$ cat config.mk
export PLATFORM = sky130hd
export DESIGN_NAME = lm96570_spi_master_flat
export DESIGN_NICKNAME = d
export VERILOG_FILES = /design/src/rtl/lm96570_spi_master_if.sv /design/src/rtl/lm96570_spi_master.sv /design/src/flat_wrapper.sv
export SDC_FILE = /design/constraint.sdc
export NUM_CORES = 1
export LEC_CHECK = 0
export BUFFER_PORTS_ARGS = -buffer_cell sky130_fd_sc_hd__clkbuf_2
export CAP_MARGIN = 5
export CORE_ASPECT_RATIO = 0.9
export CORE_MARGIN = 2
export CORE_UTILIZATION = 59
export CTS_CLUSTER_DIAMETER = 40
export DETAILED_ROUTE_END_ITERATION = 12
export MAX_ROUTING_LAYER = met4
export PLACE_DENSITY = 0.88
export SYNTH_ARGS = -nofsm -noshare
export SYNTH_HDL_FRONTEND = slang
export SYNTH_SLANG_ARGS = --single-unit
$ cat constraint.sdc
create_clock -name clk -period 4.6 [get_ports clk]
set_input_delay 0.46 -clock clk [delete_from_list [all_inputs] [get_ports clk]]
set_output_delay 0.46 -clock clk [all_outputs]
set_load 0.005 [all_outputs]
$ cat src/rtl/lm96570_spi_master_if.sv
// Command/readback bus between the control PIO bank and the LM96570 serial engine.
//   start  : one-cycle command strobe
//   rw     : 1 = read, 0 = write (captured with start)
//   addr   : register address (captured with start)
//   wdata  : write data (captured with start, ignored for reads)
//   rdata  : last read result, held until the next read completes
//   status : {sle, sdo_sync, start_ignored, last_rw, done, busy}
// The engine connects through the slave modport; the command source uses master.
interface lm96570_spi_master_if #(
    parameter int ADDR_W = 5,
    parameter int DATA_W = 48
);
    logic              start;
    logic              rw;
    logic [ADDR_W-1:0] addr;
    logic [DATA_W-1:0] wdata;
    logic [DATA_W-1:0] rdata;
    logic [5:0]        status;

    modport master (output start, rw, addr, wdata, input rdata, status);
    modport slave  (input start, rw, addr, wdata, output rdata, status);
endinterface

$ cat src/rtl/lm96570_spi_master.sv
// Serial engine that writes and reads LM96570 beamformer registers over the
// sclk/sle/sdi/sdo interface. One frame is {rw, addr, data}, shifted MSB first.
// Ports:
//   clk, reset_n : system clock, asynchronous active-low reset
//   bus          : command/readback bus (start, rw, addr, wdata, rdata, status)
//   sclk         : serial clock, idles low, CLK_DIV clk cycles per half-period
//   sle          : frame/latch enable, high for the whole frame
//   sdi          : serial data to the device, changes only while sclk is low
//   sdo          : serial data from the device, asynchronous to clk
module lm96570_spi_master #(
    parameter int CLK_DIV = 4,
    parameter int ADDR_W  = 5,
    parameter int DATA_W  = 48
) (
    input  logic                 clk,
    input  logic                 reset_n,
    lm96570_spi_master_if.slave  bus,
    output logic                 sclk,
    output logic                 sle,
    output logic                 sdi,
    input  logic                 sdo
);
    localparam int FRAME_W = 1 + ADDR_W + DATA_W;
    localparam int BIT_W   = $clog2(FRAME_W);

    typedef enum logic [2:0] {IDLE, SETUP, SHIFT_LO, SHIFT_HI, LATCH} state_t;

    state_t             state_q, state_d;
    logic [7:0]         div_q, div_d;
    logic [BIT_W-1:0]   bit_q, bit_d;
    logic [FRAME_W-1:0] sh_q, sh_d;
    logic [DATA_W-1:0]  rx_q, rx_d;
    logic [DATA_W-1:0]  rdata_q, rdata_d;
    logic               rw_q, rw_d;
    logic               sclk_q, sclk_d;
    logic               sle_q, sle_d;
    logic               sdi_q, sdi_d;
    logic               busy_q, busy_d;
    logic               done_q, done_d;
    logic               start_ignored_q, start_ignored_d;
    logic               last_rw_q, last_rw_d;
    logic               sdo_meta_q, sdo_meta_d;
    logic               sdo_sync_q, sdo_sync_d;
    logic               last_div;

    // Every non-idle state lasts exactly CLK_DIV cycles.
    assign last_div = (div_q == 8'(CLK_DIV - 1));

    always_comb begin
        state_d         = state_q;
        div_d           = '0;
        bit_d           = bit_q;
        sh_d            = sh_q;
        rx_d            = rx_q;
        rdata_d         = rdata_q;
        rw_d            = rw_q;
        sclk_d          = sclk_q;
        sle_d           = sle_q;
        sdi_d           = sdi_q;
        busy_d          = busy_q;
        done_d          = done_q;
        start_ignored_d = start_ignored_q;
        last_rw_d       = last_rw_q;
        sdo_meta_d      = sdo;
        sdo_sync_d      = sdo_meta_q;

        if (state_q != IDLE && !last_div) div_d = div_q + 8'd1;

        // Any start outside IDLE is dropped, including the cycle busy falls.
        if (bus.start && state_q != IDLE) start_ignored_d = 1'b1;

        unique case (state_q)
            IDLE: begin
                if (bus.start) begin
                    state_d         = SETUP;
                    sh_d            = {bus.rw, bus.addr, bus.rw ? {DATA_W{1'b0}} : bus.wdata};
                    rw_d            = bus.rw;
                    rx_d            = '0;
                    bit_d           = '0;
                    busy_d          = 1'b1;
                    done_d          = 1'b0;
                    start_ignored_d = 1'b0;
                    sle_d           = 1'b1;
                    sclk_d          = 1'b0;
                    sdi_d           = bus.rw;
                end
            end
            SETUP: begin
                if (last_div) state_d = SHIFT_LO;
            end
            SHIFT_LO: begin
                if (last_div) begin
                    state_d = SHIFT_HI;
                    sclk_d  = 1'b1;
                end
            end
            SHIFT_HI: begin
                if (last_div) begin
                    sclk_d = 1'b0;
                    // Sample the device late in the high phase; only data-field bits are kept.
                    if (rw_q && bit_q >= BIT_W'(1 + ADDR_W)) rx_d = {rx_q[DATA_W-2:0], sdo_sync_q};
                    sh_d  = {sh_q[FRAME_W-2:0], 1'b0};
                    sdi_d = sh_q[FRAME_W-2];
                    if (bit_q == BIT_W'(FRAME_W - 1)) begin
                        state_d = LATCH;
                        bit_d   = '0;
                    end else begin
                        state_d = SHIFT_LO;
                        bit_d   = bit_q + BIT_W'(1);
                    end
                end
            end
            LATCH: begin
                if (last_div) begin
                    state_d   = IDLE;
                    sle_d     = 1'b0;
                    sdi_d     = 1'b0;
                    busy_d    = 1'b0;
                    done_d    = 1'b1;
                    last_rw_d = rw_q;
                    if (rw_q) rdata_d = rx_q;
                end
            end
            default: state_d = IDLE;
        endcase
    end

    always_ff @(posedge clk or negedge reset_n) begin
        if (!reset_n) begin
            state_q         <= IDLE;
            div_q           <= '0;
            bit_q           <= '0;
            sh_q            <= '0;
            rx_q            <= '0;
            rdata_q         <= '0;
            rw_q            <= 1'b0;
            sclk_q          <= 1'b0;
            sle_q           <= 1'b0;
            sdi_q           <= 1'b0;
            busy_q          <= 1'b0;
            done_q          <= 1'b0;
            start_ignored_q <= 1'b0;
            last_rw_q       <= 1'b0;
            sdo_meta_q      <= 1'b0;
            sdo_sync_q      <= 1'b0;
        end else begin
            state_q         <= state_d;
            div_q           <= div_d;
            bit_q           <= bit_d;
            sh_q            <= sh_d;
            rx_q            <= rx_d;
            rdata_q         <= rdata_d;
            rw_q            <= rw_d;
            sclk_q          <= sclk_d;
            sle_q           <= sle_d;
            sdi_q           <= sdi_d;
            busy_q          <= busy_d;
            done_q          <= done_d;
            start_ignored_q <= start_ignored_d;
            last_rw_q       <= last_rw_d;
            sdo_meta_q      <= sdo_meta_d;
            sdo_sync_q      <= sdo_sync_d;
        end
    end

    assign sclk       = sclk_q;
    assign sle        = sle_q;
    assign sdi        = sdi_q;
    assign bus.rdata  = rdata_q;
    assign bus.status = {sle_q, sdo_sync_q, start_ignored_q, last_rw_q, done_q, busy_q};
endmodule

$ cat src/flat_wrapper.sv
// flat-port wrapper written by rule: the top's interface ports become plain ports
module lm96570_spi_master_flat 
#(
    parameter int CLK_DIV = 4,
    parameter int ADDR_W  = 5,
    parameter int DATA_W  = 48
)
  (clk, reset_n, sclk, sle, sdi, sdo, bus_start, bus_rw, bus_addr, bus_wdata, bus_rdata, bus_status);
  lm96570_spi_master_if #(.ADDR_W(ADDR_W), .DATA_W(DATA_W)) bus_i ();
  input  logic clk;
  input  logic reset_n;
  output logic sclk;
  output logic sle;
  output logic sdi;
  input  logic sdo;
  input wire logic [$bits(bus_i.start)-1:0] bus_start;
  input wire logic [$bits(bus_i.rw)-1:0] bus_rw;
  input wire logic [$bits(bus_i.addr)-1:0] bus_addr;
  input wire logic [$bits(bus_i.wdata)-1:0] bus_wdata;
  output wire logic [$bits(bus_i.rdata)-1:0] bus_rdata;
  output wire logic [$bits(bus_i.status)-1:0] bus_status;
  assign bus_i.start = bus_start;
  assign bus_i.rw = bus_rw;
  assign bus_i.addr = bus_addr;
  assign bus_i.wdata = bus_wdata;
  assign bus_rdata = bus_i.rdata;
  assign bus_status = bus_i.status;
  lm96570_spi_master #(.CLK_DIV(CLK_DIV), .ADDR_W(ADDR_W), .DATA_W(DATA_W)) u_core (.clk(clk), .reset_n(reset_n), .bus(bus_i), .sclk(sclk), .sle(sle), .sdi(sdi), .sdo(sdo));
endmodule
==> run_summary.xml, run 1 <==
<?xml version="1.0" encoding="UTF-8"?>
<metrics>
  <group name="worst_setup_path">
    <metric name="critPathMaxStageDelay" unit="ns">0.79</metric>
    <metric name="crit_slowest_cell" unit="">sky130_fd_sc_hd__nand4_4</metric>
    <metric name="path_cells" unit="">nor4_4 -&gt; and3_1 -&gt; nand4_4 -&gt; mux2_4</metric>
    <metric name="critical_path.reg2reg.endpoint" unit="">u_core.bus.rdata[17]</metric>
    <metric name="rr_startpoint" unit="">u_core.div_q[2]</metric>
    <metric name="cp_data_required_time" unit="ns">4.91</metric>
    <metric name="setup.worst_path.class" unit="">flip-flop to flip-flop</metric>
    <metric name="crit_path_start_kind" unit="">flip-flop</metric>
    <metric name="timing.critical_path.fanout_max" unit="">49</metric>
    <metric name="worstSetupEndpointType" unit="">flip-flop</metric>
    <metric name="worst_r2r_path_depth" unit="">4</metric>
    <metric name="worst_ep_arrival_time" unit="ns">3.16</metric>
    <metric name="timing.reg2reg.setup_slack" unit="ns">1.74</metric>
  </group>
  <group name="sta">
    <metric name="finClkSkew" unit="ns">0.00882</metric>
    <metric name="timing.fmax" unit="MHz">350</metric>
    <metric name="worst_slew_pin_slew" unit="ns">1.04</metric>
    <metric name="grt_setup_unrepaired" unit="">false</metric>
    <metric name="finalSetupViolations" unit="">0</metric>
    <metric name="timing.final.hold_violations" unit="">0</metric>
    <metric name="max_slew_margin" unit="">0.308</metric>
    <metric name="finalCritPeriodShare" unit="">0.621</metric>
    <metric name="setup-tns-final" unit="ns">0</metric>
    <metric name="finalMaxSlewViolations" unit="">0</metric>
    <metric name="period_minus_ws_final" unit="ns">2.86</metric>
    <metric name="final_critical_path_setup_slack" unit="ns">1.74</metric>
  </group>
  <group name="yosys">
    <metric name="ys_types" unit="">45</metric>
    <metric name="sequential_to_total_area_share_from_yosys_stat" unit="">0.542</metric>
    <metric name="synth.net_count" unit="">765</metric>
    <metric name="cell_area_after_synthesis" unit="sq um">8090</metric>
    <metric name="avgSynthCellArea" unit="sq um">11.5</metric>
    <metric name="ys.warnings.count" unit="">0</metric>
    <metric name="synth_seq_cells" unit="">175</metric>
    <metric name="synthCells" unit="">703</metric>
  </group>
  <group name="pwr">
    <metric name="pwr-share-comb" unit="">0.033</metric>
    <metric name="switching_share" unit="">0.202</metric>
    <metric name="internal_power" unit="mW">2.57</metric>
    <metric name="power.leakage" unit="nW">4.71</metric>
    <metric name="power.density" unit="nW/um^2">348</metric>
    <metric name="netSwitchingPower" unit="mW">0.652</metric>
    <metric name="ir_worst_vdd" unit="mV">0.285</metric>
    <metric name="share_clk_of_total_power" unit="">0.479</metric>
    <metric name="p_seq_frac" unit="">0.489</metric>
  </group>
  <group name="routing">
    <metric name="drt_drc_violations_left" unit="">0</metric>
    <metric name="wirelength" unit="mm">15.9</metric>
    <metric name="num_vias" unit="">5415</metric>
    <metric name="route.detailed.wl_per_inst" unit="microns">16.4</metric>
    <metric name="drt_pass1_iterations" unit="">6</metric>
    <metric name="drt-initial-drc-count" unit="">410</metric>
    <metric name="ant_nets" unit="">0</metric>
    <metric name="routed_via_density" unit="">5.59</metric>
  </group>
  <group name="placed_design">
    <metric name="replace_congestion" unit="">0.790</metric>
    <metric name="portBuffers" unit="">114</metric>
    <metric name="dp_hpwl" unit="mm">10.0</metric>
    <metric name="place_ws" unit="ns">1.76</metric>
  </group>
  <group name="cts">
    <metric name="postCtsSetupRepairBufs" unit="">0</metric>
    <metric name="tritoncts_num_sinks" unit="">175</metric>
    <metric name="cts_max_level" unit="">4</metric>
    <metric name="cts_tree" unit="">yes</metric>
    <metric name="gates_resized_cts_repair" unit="">0</metric>
    <metric name="cts_buffers" unit="">17</metric>
    <metric name="worst_setup_hold_path_clk_slew" unit="ns">0.06</metric>
    <metric name="number_of_hold_repair_buffers_added_at_the_cts_stage" unit="">0</metric>
    <metric name="clk_root_buffer_cell" unit="">sky130_fd_sc_hd__clkbuf_16</metric>
    <metric name="cts_max_path_buffers" unit="">2</metric>
    <metric name="clkLatencyLatePin" unit="ns">0.43</metric>
  </group>
  <group name="cells_and_area">
    <metric name="ff_latch_area" unit="sq um">4380</metric>
    <metric name="layout.filler_cells" unit="">955</metric>
    <metric name="layout_overhead_on_the_synthesized_area" unit="%">14.4</metric>
    <metric name="antenna_cells_inserted" unit="">0</metric>
    <metric name="final_layout_size_suffix_gt1_frac" unit="">0.285</metric>
    <metric name="layout.cells.most_common_list" unit="">175 x sky130_fd_sc_hd__dfrtp_1, 113 x sky130_fd_sc_hd__clkbuf_2, 78 x sky130_fd_sc_hd__a21oi_1, 77 x sky130_fd_sc_hd__inv_1, 77 x sky130_fd_sc_hd__mux2i_1</metric>
    <metric name="nets" unit="">850</metric>
    <metric name="multiInputGateArea" unit="sq um">3120</metric>
    <metric name="layout.cells.most_common" unit="">sky130_fd_sc_hd__dfrtp_1</metric>
  </group>
  <group name="job">
    <metric name="max_cap_viol_count" unit="">0</metric>
  </group>
  <group name="grt">
    <metric name="grt.overflow.total" unit="">0</metric>
    <metric name="globalRoute.busiestLayer" unit="">met2</metric>
    <metric name="grt_util_overall" unit="">0.234</metric>
    <metric name="gr-usage-met2" unit="">0.369</metric>
    <metric name="use_met1" unit="">0.305</metric>
    <metric name="initial_antenna_violation_count" unit="">0</metric>
    <metric name="first_pass_grt_wire_length" unit="mm">26.3</metric>
    <metric name="largest_net_degree_at_the_start_of_global_routing" unit="">103</metric>
    <metric name="first_global_vias" unit="">5430</metric>
    <metric name="grt.met3_usage" unit="">0.0568</metric>
  </group>
  <group name="min_path">
    <metric name="timing.hold.worst.class" unit="">primary input to async pin</metric>
  </group>
  <group name="die">
    <metric name="core" unit="sq um">13400</metric>
    <metric name="ios" unit="">115</metric>
    <metric name="num_rows" unit="">40</metric>
    <metric name="die_w" unit="microns">127</metric>
    <metric name="chip_height" unit="microns">115</metric>
    <metric name="dieArea" unit="sq um">14700</metric>
    <metric name="initial_utilization" unit="">0.605</metric>
  </group>
  <group name="status">
    <metric name="status" unit="">finished, final reports clean</metric>
  </group>
</metrics>
-- how the worst max path moves through the flow --
stage	slack (ns)	startpoint	endpoint
4_1_cts	1.72	u_core.div_q[2]	u_core.bus.rdata[17]
3_3_place_gp	1.91	u_core.div_q[2]	u_core.bus.rdata[18]
2_1_floorplan	2.79	u_core.div_q[2]	u_core.bus.rdata[17]
3_5_place_dp	1.76	u_core.div_q[2]	u_core.bus.rdata[28]
5_1_grt	1.54	u_core.div_q[2]	u_core.bus.rdata[8]
6_report	1.74	u_core.div_q[2]	u_core.bus.rdata[17]
-- power by group through the flow --
stage	logic, mW	registers, mW	clock network, mW
finish	0.105	1.57	1.54
global route	0.121	1.58	1.63
CTS	0.108	1.57	1.56
detailed placement	0.106	1.60	0
global placement	0.101	1.60	0
floorplan	0.0437	1.60	0
-- flip-flops by register name, summed over array words and instances, names as in the netlist, 3 cells and up, named ones only --
name,count
u_core.sh_q,53
u_core.bus.rdata,48
u_core.rx_q,48
u_core.div_q,8
u_core.bit_q,6
u_core.state_q,3
-- metrics by stage --
step	util	cells	area (sq um)	hold WS, ns	total power, mW
after floorplan	-	703	8090	0.164	1.64
after global placement	0.645	937	8620	0.334	1.70
after detailed placement	0.645	937	8620	0.342	1.71
after CTS	0.692	969	9250	0.0410	3.25
after global routing	0.692	969	9250	0.0665	3.33
final	0.692	969	9250	0.0152	3.22
-- critical path: cells and delay by family (launching register included) --
kind             cells  cell delay [ns]
and+or+nand+nor      3             1.66
muxes                1             0.58
DFF                  1             0.45
-- Yosys cell counts (all sizes together) --
cell / number / share of area
inv: 77 / 0.036
o31ai: 3 / 0.0028
ha: 4 / 0.0062
buf: 34 / 0.030
a311oi: 1 / 0.0011
a21o: 1 / 0.00093
mux2i: 77 / 0.095
nor2: 13 / 0.0060
a221oi: 1 / 0.0011
and3: 4 / 0.0031
nand2: 33 / 0.016
a21oi: 78 / 0.048
clkbuf: 20 / 0.0093
xor2: 5 / 0.0054
nand3: 16 / 0.011
nand3b: 1 / 0.00093
o21ai: 11 / 0.0068
xnor2: 1 / 0.0011
nor3: 5 / 0.0037
nand4: 3 / 0.0039
mux2: 73 / 0.11
o211ai: 1 / 0.00093
dfrtp: 175 / 0.54
nor4: 4 / 0.0050
o21a: 1 / 0.00093
nor3b: 49 / 0.045
o22ai: 1 / 0.00077
and3b: 1 / 0.0011
nand2b: 1 / 0.00077
a211o: 4 / 0.0043
nor4b: 1 / 0.0011
and2: 1 / 0.00077
or2: 2 / 0.0015
or3: 1 / 0.00077
-- metal layers --
| metal | vias to the layer above | wire [microns] |
|---|---|---|
| met3 | 20 | 911 |
| li1 | 2551 | - |
| met2 | 164 | 7600 |
| met5 | - | 0 |
| met4 | 0 | 185 |
| met1 | 2680 | 7150 |
-- cells by family after synthesis --
| group | Yosys count | share of synthesized area |
|---|---|---|
| compound gates | 102 | 0.0679 |
| xor+xnor | 6 | 0.00650 |
| fa+ha+maj | 4 | 0.00619 |
| buf+inv | 131 | 0.0754 |
| flops | 175 | 0.542 |
| mux | 150 | 0.201 |
| simple gates | 135 | 0.101 |
-- final cells by class --
class                   count  share of cell area
clock buffers              23              0.0484
clock inverters             9              0.0196
inverters                  77              0.0313
multi-input cells         397               0.337
flip-flops and latches    175               0.474
well taps                 168              0.0227
repair buffers            120              0.0672
Power figures use the tool's default switching activity.
==> run 2, diff against run 1 <==
- CORE_UTILIZATION: 59 -> 57
- PLACE_DENSITY: 0.88 -> 0.85
- clock period: 4.6 -> 2.9 ns (I/O delays scaled with it)
==> run_summary.xml, run 2 (same netlist as run 1, synthesis figures left out) <==
<?xml version="1.0" encoding="UTF-8"?>
<metrics>
  <group name="cts">
    <metric name="cts_max_path_buffers" unit="">2</metric>
    <metric name="clkLatencyLatePin" unit="ns">0.42</metric>
    <metric name="worst_setup_hold_path_clk_slew" unit="ns">0.07</metric>
    <metric name="gates_resized_cts_repair" unit="">0</metric>
    <metric name="cts_tree" unit="">yes</metric>
    <metric name="tritoncts_num_sinks" unit="">175</metric>
    <metric name="cts_buffers" unit="">17</metric>
    <metric name="cts_max_level" unit="">4</metric>
    <metric name="clk_root_buffer_cell" unit="">sky130_fd_sc_hd__clkbuf_16</metric>
  </group>
  <group name="cells_and_area">
    <metric name="layout.cells.most_common" unit="">sky130_fd_sc_hd__dfrtp_1</metric>
    <metric name="layout_overhead_on_the_synthesized_area" unit="%">15.6</metric>
    <metric name="final_layout_size_suffix_gt1_frac" unit="">0.294</metric>
    <metric name="largest_register" unit="">u_core.sh_q</metric>
    <metric name="antenna_cells_inserted" unit="">0</metric>
    <metric name="nets" unit="">861</metric>
    <metric name="fin_util" unit="">0.670</metric>
    <metric name="largest_register_ff_count" unit="">53</metric>
    <metric name="layout.filler_cells" unit="">1059</metric>
    <metric name="layout.cells.most_common_list" unit="">175 x sky130_fd_sc_hd__dfrtp_1, 113 x sky130_fd_sc_hd__clkbuf_2, 78 x sky130_fd_sc_hd__a21oi_1, 77 x sky130_fd_sc_hd__inv_1, 77 x sky130_fd_sc_hd__mux2i_1</metric>
  </group>
  <group name="sta">
    <metric name="max_slew_margin" unit="">0.311</metric>
    <metric name="grt_setup_unrepaired" unit="">false</metric>
    <metric name="period_minus_ws_final" unit="ns">2.37</metric>
    <metric name="timing.fmax" unit="MHz">421</metric>
    <metric name="setup-tns-final" unit="ns">0</metric>
    <metric name="worst_slew_pin_slew" unit="ns">1.03</metric>
    <metric name="timing.final.hold_violations" unit="">0</metric>
    <metric name="finalSetupViolations" unit="">0</metric>
    <metric name="finalCritPeriodShare" unit="">0.819</metric>
    <metric name="finClkSkew" unit="ns">0.00779</metric>
    <metric name="final_critical_path_setup_slack" unit="ns">0.526</metric>
    <metric name="finalMaxSlewViolations" unit="">0</metric>
  </group>
  <group name="die">
    <metric name="core" unit="sq um">14000</metric>
    <metric name="chip_height" unit="microns">117</metric>
    <metric name="dieArea" unit="sq um">15200</metric>
    <metric name="num_rows" unit="">41</metric>
    <metric name="ios" unit="">115</metric>
    <metric name="initial_utilization" unit="">0.579</metric>
    <metric name="die_w" unit="microns">130</metric>
  </group>
  <group name="placed_design">
    <metric name="replace_congestion" unit="">0.812</metric>
    <metric name="dp_hpwl" unit="mm">9.97</metric>
    <metric name="portBuffers" unit="">114</metric>
    <metric name="place_ws" unit="ns">0.490</metric>
  </group>
  <group name="worst_setup_path">
    <metric name="setup.worst_path.class" unit="">flip-flop to flip-flop</metric>
    <metric name="critical-path-top-delay-family" unit="">simple AND/OR/NAND/NOR gates</metric>
    <metric name="cp_data_required_time" unit="ns">3.21</metric>
    <metric name="number_of_buffer_and_inverter_instances_along_the_worst_setup_path" unit="">1</metric>
    <metric name="timing.critical_path.fanout_max" unit="">23</metric>
    <metric name="path_cells" unit="">nor4_4 -&gt; and3_1 -&gt; nand4_4 -&gt; buf_4 -&gt; mux2_2</metric>
    <metric name="crit_slowest_cell" unit="">sky130_fd_sc_hd__nand4_4</metric>
    <metric name="critPathMaxStageDelay" unit="ns">0.48</metric>
    <metric name="worstSetupEndpointType" unit="">flip-flop</metric>
    <metric name="crit_path_start_kind" unit="">flip-flop</metric>
    <metric name="worst_ep_arrival_time" unit="ns">2.68</metric>
  </group>
  <group name="job">
    <metric name="max_cap_viol_count" unit="">0</metric>
  </group>
  <group name="grt">
    <metric name="grt_util_overall" unit="">0.226</metric>
    <metric name="largest_net_degree_at_the_start_of_global_routing" unit="">103</metric>
    <metric name="first_global_vias" unit="">5246</metric>
    <metric name="first_pass_grt_wire_length" unit="mm">26.1</metric>
    <metric name="initial_antenna_violation_count" unit="">0</metric>
    <metric name="grt.overflow.total" unit="">0</metric>
  </group>
  <group name="pwr">
    <metric name="power.density" unit="nW/um^2">515</metric>
    <metric name="power.leakage" unit="nW">4.74</metric>
    <metric name="ir_worst_vdd" unit="mV">0.419</metric>
  </group>
  <group name="status">
    <metric name="status" unit="">finished, final reports clean</metric>
  </group>
  <group name="routing">
    <metric name="ant_nets" unit="">0</metric>
    <metric name="drt_pass1_iterations" unit="">4</metric>
    <metric name="num_vias" unit="">5335</metric>
    <metric name="wirelength" unit="mm">15.6</metric>
    <metric name="drt_drc_violations_left" unit="">0</metric>
    <metric name="route.detailed.wl_per_inst" unit="microns">15.5</metric>
    <metric name="routed_via_density" unit="">5.31</metric>
    <metric name="drt-initial-drc-count" unit="">365</metric>
  </group>
  <group name="min_path">
    <metric name="timing.hold.worst.class" unit="">primary input to flip-flop</metric>
  </group>
</metrics>
==> run 2: cell count changes in the layout (fill, tap and decap cells not counted), sizes merged <==
cell and change:
buf +9, bufinv -4, clkbuf -2, clkinv +1, clkinvlp +2, dlygate4sd3 +2, inv +3
==> run 2: area by class of cell <==
class                           count  area, sq um  area share
Clock inverter                     11          108      0.0115
Clock buffer                       21          440      0.0471
Multi-Input combinational cell    397         3120       0.334
Timing Repair Buffer              131          772      0.0826
Tap cell                          193          241      0.0258
Sequential cell                   175         4380       0.468
Inverter                           77          289      0.0309
==> run 2: metrics by stage <==
| step | instance area (sq um) | power, mW | hold WS [ns] | std cells |
|---|---|---|---|---|
| finish | 9350 | 4.81 | 0.159 | 1005 |
| global route | 9350 | 5.00 | 0.197 | 1005 |
| CTS | 9350 | 4.86 | 0.141 | 1005 |
| detailed placement | 8780 | 2.71 | 0.324 | 971 |
| global placement | 8780 | 2.71 | 0.324 | 971 |
| floorplan | 8090 | 2.61 | -0.00559 | 703 |
==> run 2: path summary, 6_finish.rpt <==
kind / slack (ns) / startpoint / end / depth (start not counted)
worst max-delay path: 0.53 / u_core.div_q[2] / u_core.bus.rdata[46] / 5
worst min-delay path: 0.16 / bus_addr[3] / u_core.sh_q[51] / 3
worst max register to register: 0.53 / u_core.div_q[2] / u_core.bus.rdata[46] / 5
worst min register to register: 0.35 / u_core.sdo_meta_q / u_core.sdo_sync_q / 0
max in group asynchronous: 1.63 / reset_n / u_core.rx_q[12] / 3
min in group asynchronous: 0.44 / reset_n / u_core.bus.rdata[38] / 2
==> run 2: timing repair <==
action                     in CTS  in global routing
hold buffers                    2                  0
setup buffers                   0                  0
hold endpoints to repair       65                  0
setup endpoints to repair       0                  0
==> run 2: metal layers <==
layer  wire [microns]  global-route usage  up-vias
met5                0                   -        -
met4              119              0.0480        0
met3              767              0.0641       16
met2             7230               0.339      128
met1             7500               0.311     2605
li1                 -                   -     2586
==> run 2: power by group <==
part | total [mW] | leakage [nW] | switching [mW] | internal (mW)
combinational | 0.172 | 2.25 | 0.100 | 0.0717
sequential | 2.50 | 2.23 | 0.0200 | 2.48
clock | 2.14 | 0.263 | 0.949 | 1.19
total | 4.81 | 4.74 | 1.07 | 3.74
==> run 2: worst min-delay path, cell delays in order <==
cell	delay, ns
sky130_fd_sc_hd__clkbuf_2	0.07
sky130_fd_sc_hd__mux2i_1	0.05
sky130_fd_sc_hd__o21ai_0	0.13
